**src/rtl/clefia_pkg.sv**
```systemverilog
// clefia_pkg: shared constants, state encoding and key-order helpers for
// the CLEFIA key sequencing blocks.
package clefia_pkg;

  localparam int NUM_RK_128 = 36;
  localparam int NUM_RK_192 = 44;
  localparam int NUM_RK_256 = 52;
  localparam int RK_W       = 32;

  typedef enum logic [1:0] {
    IDLE = 2'd0,
    RUN  = 2'd1,
    DONE = 2'd2
  } rk_state_e;

  // Whitening words WK0..WK3 live directly after the round keys.
  function automatic int wk_base(input int num_rk);
    return num_rk;
  endfunction

  // Storage address of the idx-th key consumed in a block. Decryption
  // walks the RK pairs from the top down but keeps word order in a pair.
  function automatic int rk_order(input int idx, input logic dec, input int num_rk);
    int pairBase;
    pairBase = idx - (idx % 2);
    if (dec) begin
      return (num_rk - 2) - pairBase + (idx % 2);
    end
    return idx;
  endfunction

endpackage

```
**src/rtl/rk_addr_gen.sv**
```systemverilog
// rk_addr_gen: key index counter. Presents the storage address of the key
// that will be visible after the coming clock edge, so the top level can
// register round_key straight from storage.
module rk_addr_gen #(
  parameter int NUM_RK = 36,
  parameter int AW     = 6
) (
  input  logic          clk,
  input  logic          rst,
  input  logic          load,
  input  logic          decrypt,
  input  logic          step,
  output logic [AW-1:0] addr,
  output logic          last
);
  import clefia_pkg::*;

  logic [AW-1:0] r_idx;
  logic          r_dec;
  logic [AW-1:0] w_idx_nxt;
  logic          w_dec_nxt;

  // Next index/direction: load restarts at key 0, step advances until the last key.
  always_comb begin
    w_idx_nxt = r_idx;
    w_dec_nxt = r_dec;
    if (load) begin
      w_idx_nxt = '0;
      w_dec_nxt = decrypt;
    end else if (step && !last) begin
      w_idx_nxt = r_idx + 1'b1;
    end
  end

  assign addr = AW'(rk_order(int'(w_idx_nxt), w_dec_nxt, NUM_RK));
  assign last = (r_idx == AW'(NUM_RK - 1));

  // Index and direction registers.
  always_ff @(posedge clk) begin
    if (rst) begin
      r_idx <= '0;
      r_dec <= 1'b0;
    end else begin
      r_idx <= w_idx_nxt;
      r_dec <= w_dec_nxt;
    end
  end

endmodule

```
**src/rtl/rk_sequencer.sv**
```systemverilog
// rk_sequencer: stores expanded CLEFIA round keys and whitening keys and
// feeds them to data_processing one word per F step, in encrypt or decrypt
// order. Optional macro KEY_ZEROIZE_EN enables the key_zero request.
module rk_sequencer #(
  parameter int NUM_RK = 36,
  parameter int RK_W   = 32,
  parameter int AW     = 6
) (
  input  logic            clk,
  input  logic            rst,
  input  logic            key_wr_en,
  input  logic [AW-1:0]   key_wr_addr,
  input  logic [RK_W-1:0] key_wr_data,
  input  logic            key_commit,
  input  logic            key_zero,
  input  logic            start,
  input  logic            decrypt,
  input  logic            rk_step,
  output logic [RK_W-1:0] round_key,
  output logic            rk_valid,
  output logic [RK_W-1:0] WK0,
  output logic [RK_W-1:0] WK1,
  output logic            wk_final,
  output logic            keys_ok,
  output logic            busy,
  output logic            done
);
  import clefia_pkg::*;

  localparam int NWORDS = NUM_RK + 4;
  localparam int WKB    = wk_base(NUM_RK);

  logic [RK_W-1:0] r_mem [NWORDS];
  rk_state_e       r_state;
  logic [RK_W-1:0] r_round_key;
  logic [RK_W-1:0] r_wk0;
  logic [RK_W-1:0] r_wk1;
  logic            r_wk_final;
  logic            r_keys_ok;
  logic            r_dec;

  logic            w_zero;
  logic            w_start_acc;
  logic            w_step;
  logic            w_wr_ok;
  logic            w_commit;
  logic [AW-1:0]   w_addr;
  logic            w_last;

`ifdef KEY_ZEROIZE_EN
  assign w_zero = key_zero;
`else
  logic w_unused_key_zero;
  assign w_unused_key_zero = key_zero;
  assign w_zero = 1'b0;
`endif

  assign w_start_acc = start && r_keys_ok && (r_state == IDLE) && !w_zero;
  assign w_step      = rk_step && (r_state == RUN) && !w_zero;
  assign w_wr_ok     = key_wr_en && (r_state != RUN) && !w_zero &&
                       (int'(key_wr_addr) < NWORDS);
  assign w_commit    = key_commit && (r_state != RUN) && !w_zero;

  rk_addr_gen #(
    .NUM_RK (NUM_RK),
    .AW     (AW)
  ) u_addr_gen (
    .clk     (clk),
    .rst     (rst),
    .load    (w_start_acc),
    .decrypt (decrypt),
    .step    (w_step),
    .addr    (w_addr),
    .last    (w_last)
  );

  // Key storage: cleared by reset or zeroize, written only outside a block.
  always_ff @(posedge clk) begin
    if (rst || w_zero) begin
      for (int i = 0; i < NWORDS; i++) begin
        r_mem[i] <= '0;
      end
    end else if (w_wr_ok) begin
      r_mem[key_wr_addr] <= key_wr_data;
    end
  end

  // keys_ok: any accepted write invalidates the set until it is committed again.
  always_ff @(posedge clk) begin
    if (rst || w_zero) begin
      r_keys_ok <= 1'b0;
    end else if (w_wr_ok) begin
      r_keys_ok <= 1'b0;
    end else if (w_commit) begin
      r_keys_ok <= 1'b1;
    end
  end

  // Block FSM with registered key and whitening-pair outputs.
  always_ff @(posedge clk) begin
    if (rst || w_zero) begin
      r_state     <= IDLE;
      r_round_key <= '0;
      r_wk0       <= '0;
      r_wk1       <= '0;
      r_wk_final  <= 1'b0;
      r_dec       <= 1'b0;
    end else begin
      case (r_state)
        IDLE: begin
          if (w_start_acc) begin
            r_state     <= RUN;
            r_dec       <= decrypt;
            r_round_key <= r_mem[w_addr];
            r_wk_final  <= 1'b0;
            if (decrypt) begin
              r_wk0 <= r_mem[WKB + 2];
              r_wk1 <= r_mem[WKB + 3];
            end else begin
              r_wk0 <= r_mem[WKB + 0];
              r_wk1 <= r_mem[WKB + 1];
            end
          end
        end
        RUN: begin
          if (w_step) begin
            if (w_last) begin
              r_state    <= DONE;
              r_wk_final <= 1'b1;
              if (r_dec) begin
                r_wk0 <= r_mem[WKB + 0];
                r_wk1 <= r_mem[WKB + 1];
              end else begin
                r_wk0 <= r_mem[WKB + 2];
                r_wk1 <= r_mem[WKB + 3];
              end
            end else begin
              r_round_key <= r_mem[w_addr];
            end
          end
        end
        DONE: begin
          r_state <= IDLE;
        end
        default: begin
          r_state <= IDLE;
        end
      endcase
    end
  end

  assign round_key = r_round_key;
  assign WK0       = r_wk0;
  assign WK1       = r_wk1;
  assign wk_final  = r_wk_final;
  assign keys_ok   = r_keys_ok;
  assign busy      = (r_state == RUN);
  assign rk_valid  = (r_state == RUN);
  assign done      = (r_state == DONE);

endmodule

```
**config.mk**
```make
export PLATFORM = sky130hd
export DESIGN_NAME = rk_sequencer
export DESIGN_NICKNAME = d
export VERILOG_FILES = /design/src/rtl/clefia_pkg.sv /design/src/rtl/rk_addr_gen.sv /design/src/rtl/rk_sequencer.sv
export SDC_FILE = /design/constraint.sdc
export NUM_CORES = 2
export LEC_CHECK = 0
export BUFFER_PORTS_ARGS = -buffer_cell sky130_fd_sc_hd__buf_2
export CAP_MARGIN = 30
export CORE_AREA = 2 2 466 468
export CTS_CLUSTER_SIZE = 14
export DETAILED_ROUTE_END_ITERATION = 12
export DIE_AREA = 0 0 468 470
export HOLD_SLACK_MARGIN = 0.15
export PLACE_DENSITY_LB_ADDON = 0.05
export SYNTH_ARGS = -nofsm -noshare
export SYNTH_HDL_FRONTEND = slang
export SYNTH_SLANG_ARGS = --single-unit
```
**constraint.sdc**
```tcl
create_clock -name clk -period 5.5 [get_ports clk]
set_input_delay 0.275 -clock clk [delete_from_list [all_inputs] [get_ports clk]]
set_output_delay 0.275 -clock clk [all_outputs]
set_load 0.01 [all_outputs]
```
== Word-level counts from Yosys, hierarchy flattened ==
Memory sizes are Yosys's and may differ from the RTL's.
Cells that the tools add are included.

* Register bits: 108
* Latch bits: 0
* Memory bits (writable): 1280
* Bits in read-only memories: 0
* Input port bits: 46
* Output and inout port bits: 101
* Logic and storage cells: 77
* Memories kept: 1

{| class="wikitable"
|+ Memory list
! memory !! words !! bits a word !! rd ports !! clocked after Yosys merged registers in !! write ports !! RTL line !! source
|-
| r_mem || 40 || 32 || 5 || 0 || 40 || rk_sequencer.sv:33 || <nowiki>logic [RK_W-1:0] r_mem [NWORDS];</nowiki>
|}

* Add/sub/neg operators: 4
* $mul: 0
* Div/mod/pow operators: 0
* $lt $le $gt $ge: 1
* Eq/ne operators: 8
* Shifts and indexed selects: 0
* Muxes and demuxes: 38
* Bitwise operators: 0
* Reduce and logical (&&, ||, !) cells: 16

{| class="wikitable"
|+ Operators by type and width
! cell !! number
|-
| 32-bit two-way mux || 14
|-
| 32-bit one-hot mux with 2 select lines || 3
|-
| 32-bit OR reduction || 1
|-
| 6-bit two-way mux || 5
|-
| 1-bit two-way mux || 11
|-
| 2-bit by 1-bit != test with 1-bit output, second input constant || 4
|-
| 4-bit AND reduction || 2
|-
| 1-bit logical AND || 7
|-
| 6-bit by 1-bit adder with 6-bit output, second input constant || 1
|-
| 6-bit by 2-bit adder with 6-bit output || 1
|-
| 6-bit equality test, second input constant || 1
|-
| 6-bit < comparator, second input constant || 1
|-
| 2-bit two-way mux || 3
|-
| 6-bit by 1-bit subtractor with 6-bit output || 1
|-
| 6-bit subtractor, first input constant || 1
|-
| 2-bit one-hot mux with 2 select lines || 1
|-
| 3-bit AND reduction || 1
|-
| 2-bit by 1-bit equality test with 1-bit output, second input constant || 1
|-
| 2-bit equality test, second input constant || 1
|-
| 2-bit zero test || 1
|-
| 2-bit != test, second input constant || 1
|-
| 1-bit one-hot mux with 2 select lines || 1
|-
| 2-bit AND reduction || 1
|-
| 2-bit nonzero test || 1
|-
| 2 further kinds || 2
|}

== Logic depth before layout (Yosys ltp) ==
An unclocked memory read counts as a cell.

* Depth in word-level cells: 14
* Depth in mapped cells: 17

== Hierarchy ==
From an unflattened synthesis, not the netlist that was laid out.

* Cells, all modules: 5529
* Area total of the unflattened synthesis: 91941.9 µm²

{| class="wikitable"
|+ Modules (own cells, without submodules)
! module !! instances !! cells each !! area an instance (µm²) !! seq. area each (µm²)
|-
| rk_sequencer || 1 || 5474 || 91461.5 || 63520.9
|-
| rk_addr_gen || 1 || 55 || 480.5 || 140.1
|}

== Worst setup path before layout ==
OpenSTA, ideal clock, no wires.

* Path kind: register to register
* Start point: register r_state[1]
* End point: memory r_mem[15][0], enable pin
* Setup time: 0.466 ns
* Arrival: 3.771 ns
* Data required time: 5.034 ns
* Setup slack: 1.263 ns
* Stages on the path, launching flop included: 7
* Path buffers: 1
* Period minus slack after synthesis: 4.237 ns
* Path through: dfxtp_1 -> nand2b_1 -> clkbuf_1 -> nand3_1 -> nor3b_1 -> nand3_1 -> o21ai_0

{| class="wikitable"
|+ RTL lines
! item !! RTL line !! source
|-
| start, declared || rk_sequencer.sv:34 || <nowiki>rk_state_e r_state;</nowiki>
|-
| start signal, assigned || rk_sequencer.sv:102 || <nowiki>r_state <= IDLE;</nowiki>
|-
| start signal, assigned || rk_sequencer.sv:112 || <nowiki>r_state <= RUN;</nowiki>
|-
| start signal, assigned || rk_sequencer.sv:128 || <nowiki>r_state <= DONE;</nowiki>
|-
| end, declared || rk_sequencer.sv:33 ||
|}

== Worst setup path after layout ==
* Start point: register r_state[0]
* End point: register r_round_key[8], in the netlist round_key[8]

* Word-level cells in the longest chain between the ends: 14

{| class="wikitable"
|+ Ends and longest elaborated chain
! item !! RTL line !! source
|-
| 2-bit by 1-bit equality test with 1-bit output || rk_sequencer.sv:59, rk_sequencer.sv:109 ||
|-
| 1-bit logical AND || rk_sequencer.sv:59 || <nowiki>assign w_step = rk_step && (r_state == RUN) && !w_zero;</nowiki>
|-
| 1-bit logical AND || rk_addr_gen.sv:30 || <nowiki>end else if (step && !last) begin</nowiki>
|-
| 6-bit two-way mux || rk_addr_gen.sv:30 ||
|-
| 6-bit two-way mux || rk_addr_gen.sv:27 || <nowiki>if (load) begin</nowiki>
|-
| 6-bit by 1-bit subtractor with 6-bit output || clefia_pkg.sv:25 || <nowiki>pairBase = idx - (idx % 2);</nowiki>
|-
| 6-bit subtractor || clefia_pkg.sv:27 || <nowiki>return (num_rk - 2) - pairBase + (idx % 2);</nowiki>
|-
| 6-bit by 2-bit adder with 6-bit output || clefia_pkg.sv:27 ||
|-
| 6-bit two-way mux || clefia_pkg.sv:26 || <nowiki>if (dec) begin</nowiki>
|-
| 6-bit two-way mux || clefia_pkg.sv:29 || <nowiki>return idx;</nowiki>
|-
| memory 40 x 32 bit || n/a ||
|-
| 32-bit two-way mux || rk_sequencer.sv:127 || <nowiki>if (w_last) begin</nowiki>
|-
| 32-bit two-way mux || rk_sequencer.sv:126 || <nowiki>if (w_step) begin</nowiki>
|-
| 32-bit one-hot mux with 2 select lines || rk_sequencer.sv:109 || <nowiki>case (r_state)</nowiki>
|-
| end signal, assigned || rk_sequencer.sv:114 || <nowiki>r_round_key <= r_mem[w_addr];</nowiki>
|-
| end signal, assigned || rk_sequencer.sv:138 || <nowiki>r_round_key <= r_mem[w_addr];</nowiki>
|-
| end, declared || rk_sequencer.sv:35 || <nowiki>logic [RK_W-1:0] r_round_key;</nowiki>
|}

Several ways; a longest one is shown, not always the timed one. The select of a mux whose other input is x is not followed.
A chain may end at the register's enable or synchronous reset.

==> summary.md <==
| Metric | Value |
|---|---|
| Startpoint types | `flop` |
| CORE AREA | `216000 um^2` |
| Number of antenna violations at the first check in global routing | `35` |
| Initial core utilization | `43.7%` |
| Synth Register Bits | `2156` |
| Clk_skew | `0.0416 ns` |
| DIE WIDTH | `468 um` |
| Nets | `8609` |
| Avg Inst Size Synth | `12.3 um^2` |
| Worst path top cell family by delay | `simple AND/OR/NAND/NOR gates` |
| Detailed-route via count | `64500` |
| FF/Latch Area | `63700 um^2` |
| Root Driver | `clkbuf_16` |
| R2r setup slk | `0.52 ns` |
| Lkg Pwr | `41.5 nW` |
| Router iterations before antenna repair | `8` |
| Setup TNS | `0 ns` |
| Synth async-reset ratio | `0%` |
| Top FF cell, synth | `edfxtp_1` |
| Site Rows | `171` |
| Area delta synth->final | `17.3%` |
| Resized Gates After CTS | `0` |
| Vias in the first global route | `60800` |
| Sequential area share after synthesis | `67.6%` |
| Max Cap Viol | `0` |
| CP bufs+invs | `4` |
| RSZ-0062 raised after global routing | `no` |
| CTS tree | `done` |
| Pwr Density | `338 nW/um^2` |
| Most frequent cell after synthesis | `edfxtp_1` |
| Worst hold path class | `in -> reg` |
| CP endpoint kind | `flop` |
| Die H | `470 um` |
| Total track usage | `29.7%` |
| CP Max Fanout | `52` |
| H-Tree Depth | `4` |
| CTS Hold Bufs | `34` |
| Post-CTS setup buffer count | `0` |
| DRC Markers | `0` |
| Fin cells | `11600` |
| Final Hold Vio Count | `0` |
| CP required | `6.25 ns` |
| Final WS setup | `0.522 ns` |
| Post-Syn Area | `94200 um^2` |
| Total Power | `37.3 mW` |
| Slowest stage delay, CP | `0.66 ns` |
| Inserted Clock Buffers | `232` |
| Share of cells above drive strength 1 | `11.0%` |
| # setup viols final | `0` |
| Grt ovf | `0` |
| Clock buffer depth | `3` |
| Crit path DAT | `5.73 ns` |
| Worst path most repeated cell | `buf_4` |
| Clk sinks | `2156` |
| Unique masters post-synth | `84` |
| Max Slew Vio Count | `0` |
| Worst vdd ir | `0.391 mV` |
| Synth top area share | `65.3%` |
| Multi-input logic area | `31200 um^2` |
| DR vias/cell | `5.55` |
| Sw frac | `24.2%` |
| Wire per inst | `28.4 um` |
| Cell taking the most area after synthesis | `edfxtp_1` |
| I/O pin cnt | `147` |
| Crit Path Category | `reg -> reg` |
| Critical-path cell list | `nand4bb_1 -> buf_4 -> nand2_1 -> and2_1 -> a2bb2oi_4 -> buf_12 -> buf_4 -> mux2i_1 -> o22ai_1 -> o21ai_0 -> o21ai_0 -> nor4_1 -> buf_4 -> nor4_1` |
| EDFF count, synth | `2048` |
| Largest net degree at the start of global routing | `129` |
| I/O Buffers | `145` |
| Synth area leaders | `edfxtp_1 (65%), and2_1 (8.5%), nand2_1 (6.0%)` |
| Synth Instances | `7666` |
| Status | `finished clean` |
| Pint | `28.3 mW` |
| Period utilisation layout | `90.5%` |
| Routability cong. | `0.876` |
| Fin crit period | `4.98 ns` |
| Sequential Power Share | `51.2%` |
| Routed WL | `330 mm` |
| Measured slew at the worst slew-check pin | `1.11 ns` |
| Combinational power share | `7.7%` |
| Critical path's slowest cell | `nor4_1` |
| Post-DP HPWL | `198 mm` |
| Clock share of power | `41.1%` |
| DIE AREA | `220000 um^2` |
| Drt initial violations | `8001` |
| Post-DRT Antenna Nets | `0` |
| # placed instances | `11100` |
| Psw | `9.02 mW` |
| # fillers | `19100` |
| Util after Layout | `51.2%` |
| Worst slew margin | `25.8%` |
| Synth top cells by count | `edfxtp_1 (2048), nand2_1 (1508), and2_1 (1282)` |
| Clock Pin Slew Worst Setup and Hold Paths | `0.06 ns` |
| First-pass GRT wire length | `462 mm` |
| Clock Latency Late Sink | `0.90 ns` |
| Ys Warns | `0` |
| Place WS | `0.461 ns` |
| FMAX | `0.201 GHz` |
==> metrics by stage <==
step / area, um^2 / hold slack, ns
6_report: 110000 / 0.211
3_5_place_dp: 103000 / 0.457
4_1_cts: 110000 / 0.155
2_1_floorplan: 97100 / 0.374
5_1_grt: 110000 / 0.199
3_3_place_gp: 102000 / 0.449
==> cells in the final DEF, fill, tap and decap left out, types with 11 or more instances in the layout <==
cell type / n
nand2_1: 1503
nor4_1: 42
o21ai_4: 41
mux2i_1: 328
bufinv_16: 12
dfxtp_1: 108
clkbuf_1: 62
nor2_2: 42
o221ai_1: 16
a211oi_1: 76
buf_12: 46
buf_2: 147
a31oi_1: 143
clkinv_2: 35
conb_1: 768
and3_1: 81
nand3_1: 476
clkbuf_16: 236
a221oi_1: 11
edfxtp_1: 2048
nor3_1: 27
nor2_1: 124
a21oi_1: 152
buf_4: 314
nand4_1: 55
a311oi_1: 57
o21ai_0: 52
o22ai_1: 80
and2_1: 1282
dlygate4sd3_1: 35
a32oi_1: 68
clkbuf_8: 19
clkinv_1: 59
o31ai_1: 13
==> cell families after synthesis <==
| logic type | share of synthesized area (%) |
|---|---|
| adder cells (fa/ha/maj) | 0.0133 |
| buffers and inverters | 3.20 |
| flip-flops | 67.6 |
| multiplexers | 3.76 |
| XOR/XNOR | 0.126 |
| AO/OA/AOI/OAI | 5.88 |
| AND/OR/NAND/NOR | 19.4 |
| other | 0.00398 |
==> flip-flops by register name, summed over array words and instances, names as in the netlist <==
register,flops
round_key,32
r_mem,2048
r_state,2
keys_ok,1
WK0,32
wk_final,1
u_addr_gen.r_idx,6
r_dec,1
u_addr_gen.r_dec,1
WK1,32
==> path summary, 6_finish.rpt <==
check                               endpoint  cells past startpoint            from
worst max-delay path            round_key[8]                     14      r_state[0]
worst min-delay path            r_mem[49][5]                      2  key_wr_data[5]
worst max register to register  round_key[8]                     14      r_state[0]
worst min register to register       WK0[13]                      2         WK0[13]
==> area by class of cell <==
cell class	count	area share [%]
Clock inverter	121	0.894
Clock buffer	317	5.79
Antenna cell	9	0.0204
Multi-Input combinational cell	5618	28.3
Timing Repair Buffer	552	4.14
Sequential cell	2156	57.6
Tap cell	2854	3.23
Inverter	2	0.00906
==> power by group through the flow <==
stage / logic [mW] / registers [mW] / clock network, mW
final: 2.88 / 19.1 / 15.3
after detailed placement: 2.84 / 19.4 / 0
after global routing: 3.07 / 19.2 / 16.2
after global placement: 2.80 / 19.4 / 0
after CTS: 2.86 / 19.1 / 15.5
after floorplan: 1.49 / 19.4 / 0
==> worst register-to-register path: cells and delay by family, from the launching register on <==
| family | cells | cell delay, ns |
|---|---|---|
| multiplexers | 1 | 0.26 |
| AND/OR/NAND/NOR | 5 | 1.64 |
| AO/OA/AOI/OAI | 4 | 1.17 |
| buffers and inverters | 4 | 1.31 |
| flip-flops | 1 | 0.48 |
==> layer usage <==
metal | vias up | global-route usage (%) | share of wire, %
met5 | - | 0 | 0
met3 | 461 | 4.16 | 8.0
met2 | 2786 | 47.9 | 47
met4 | 0 | 9.98 | 3.5
met1 | 32700 | 41.2 | 41
li1 | 28600 | - | -
(Power assumes the default switching activity.)
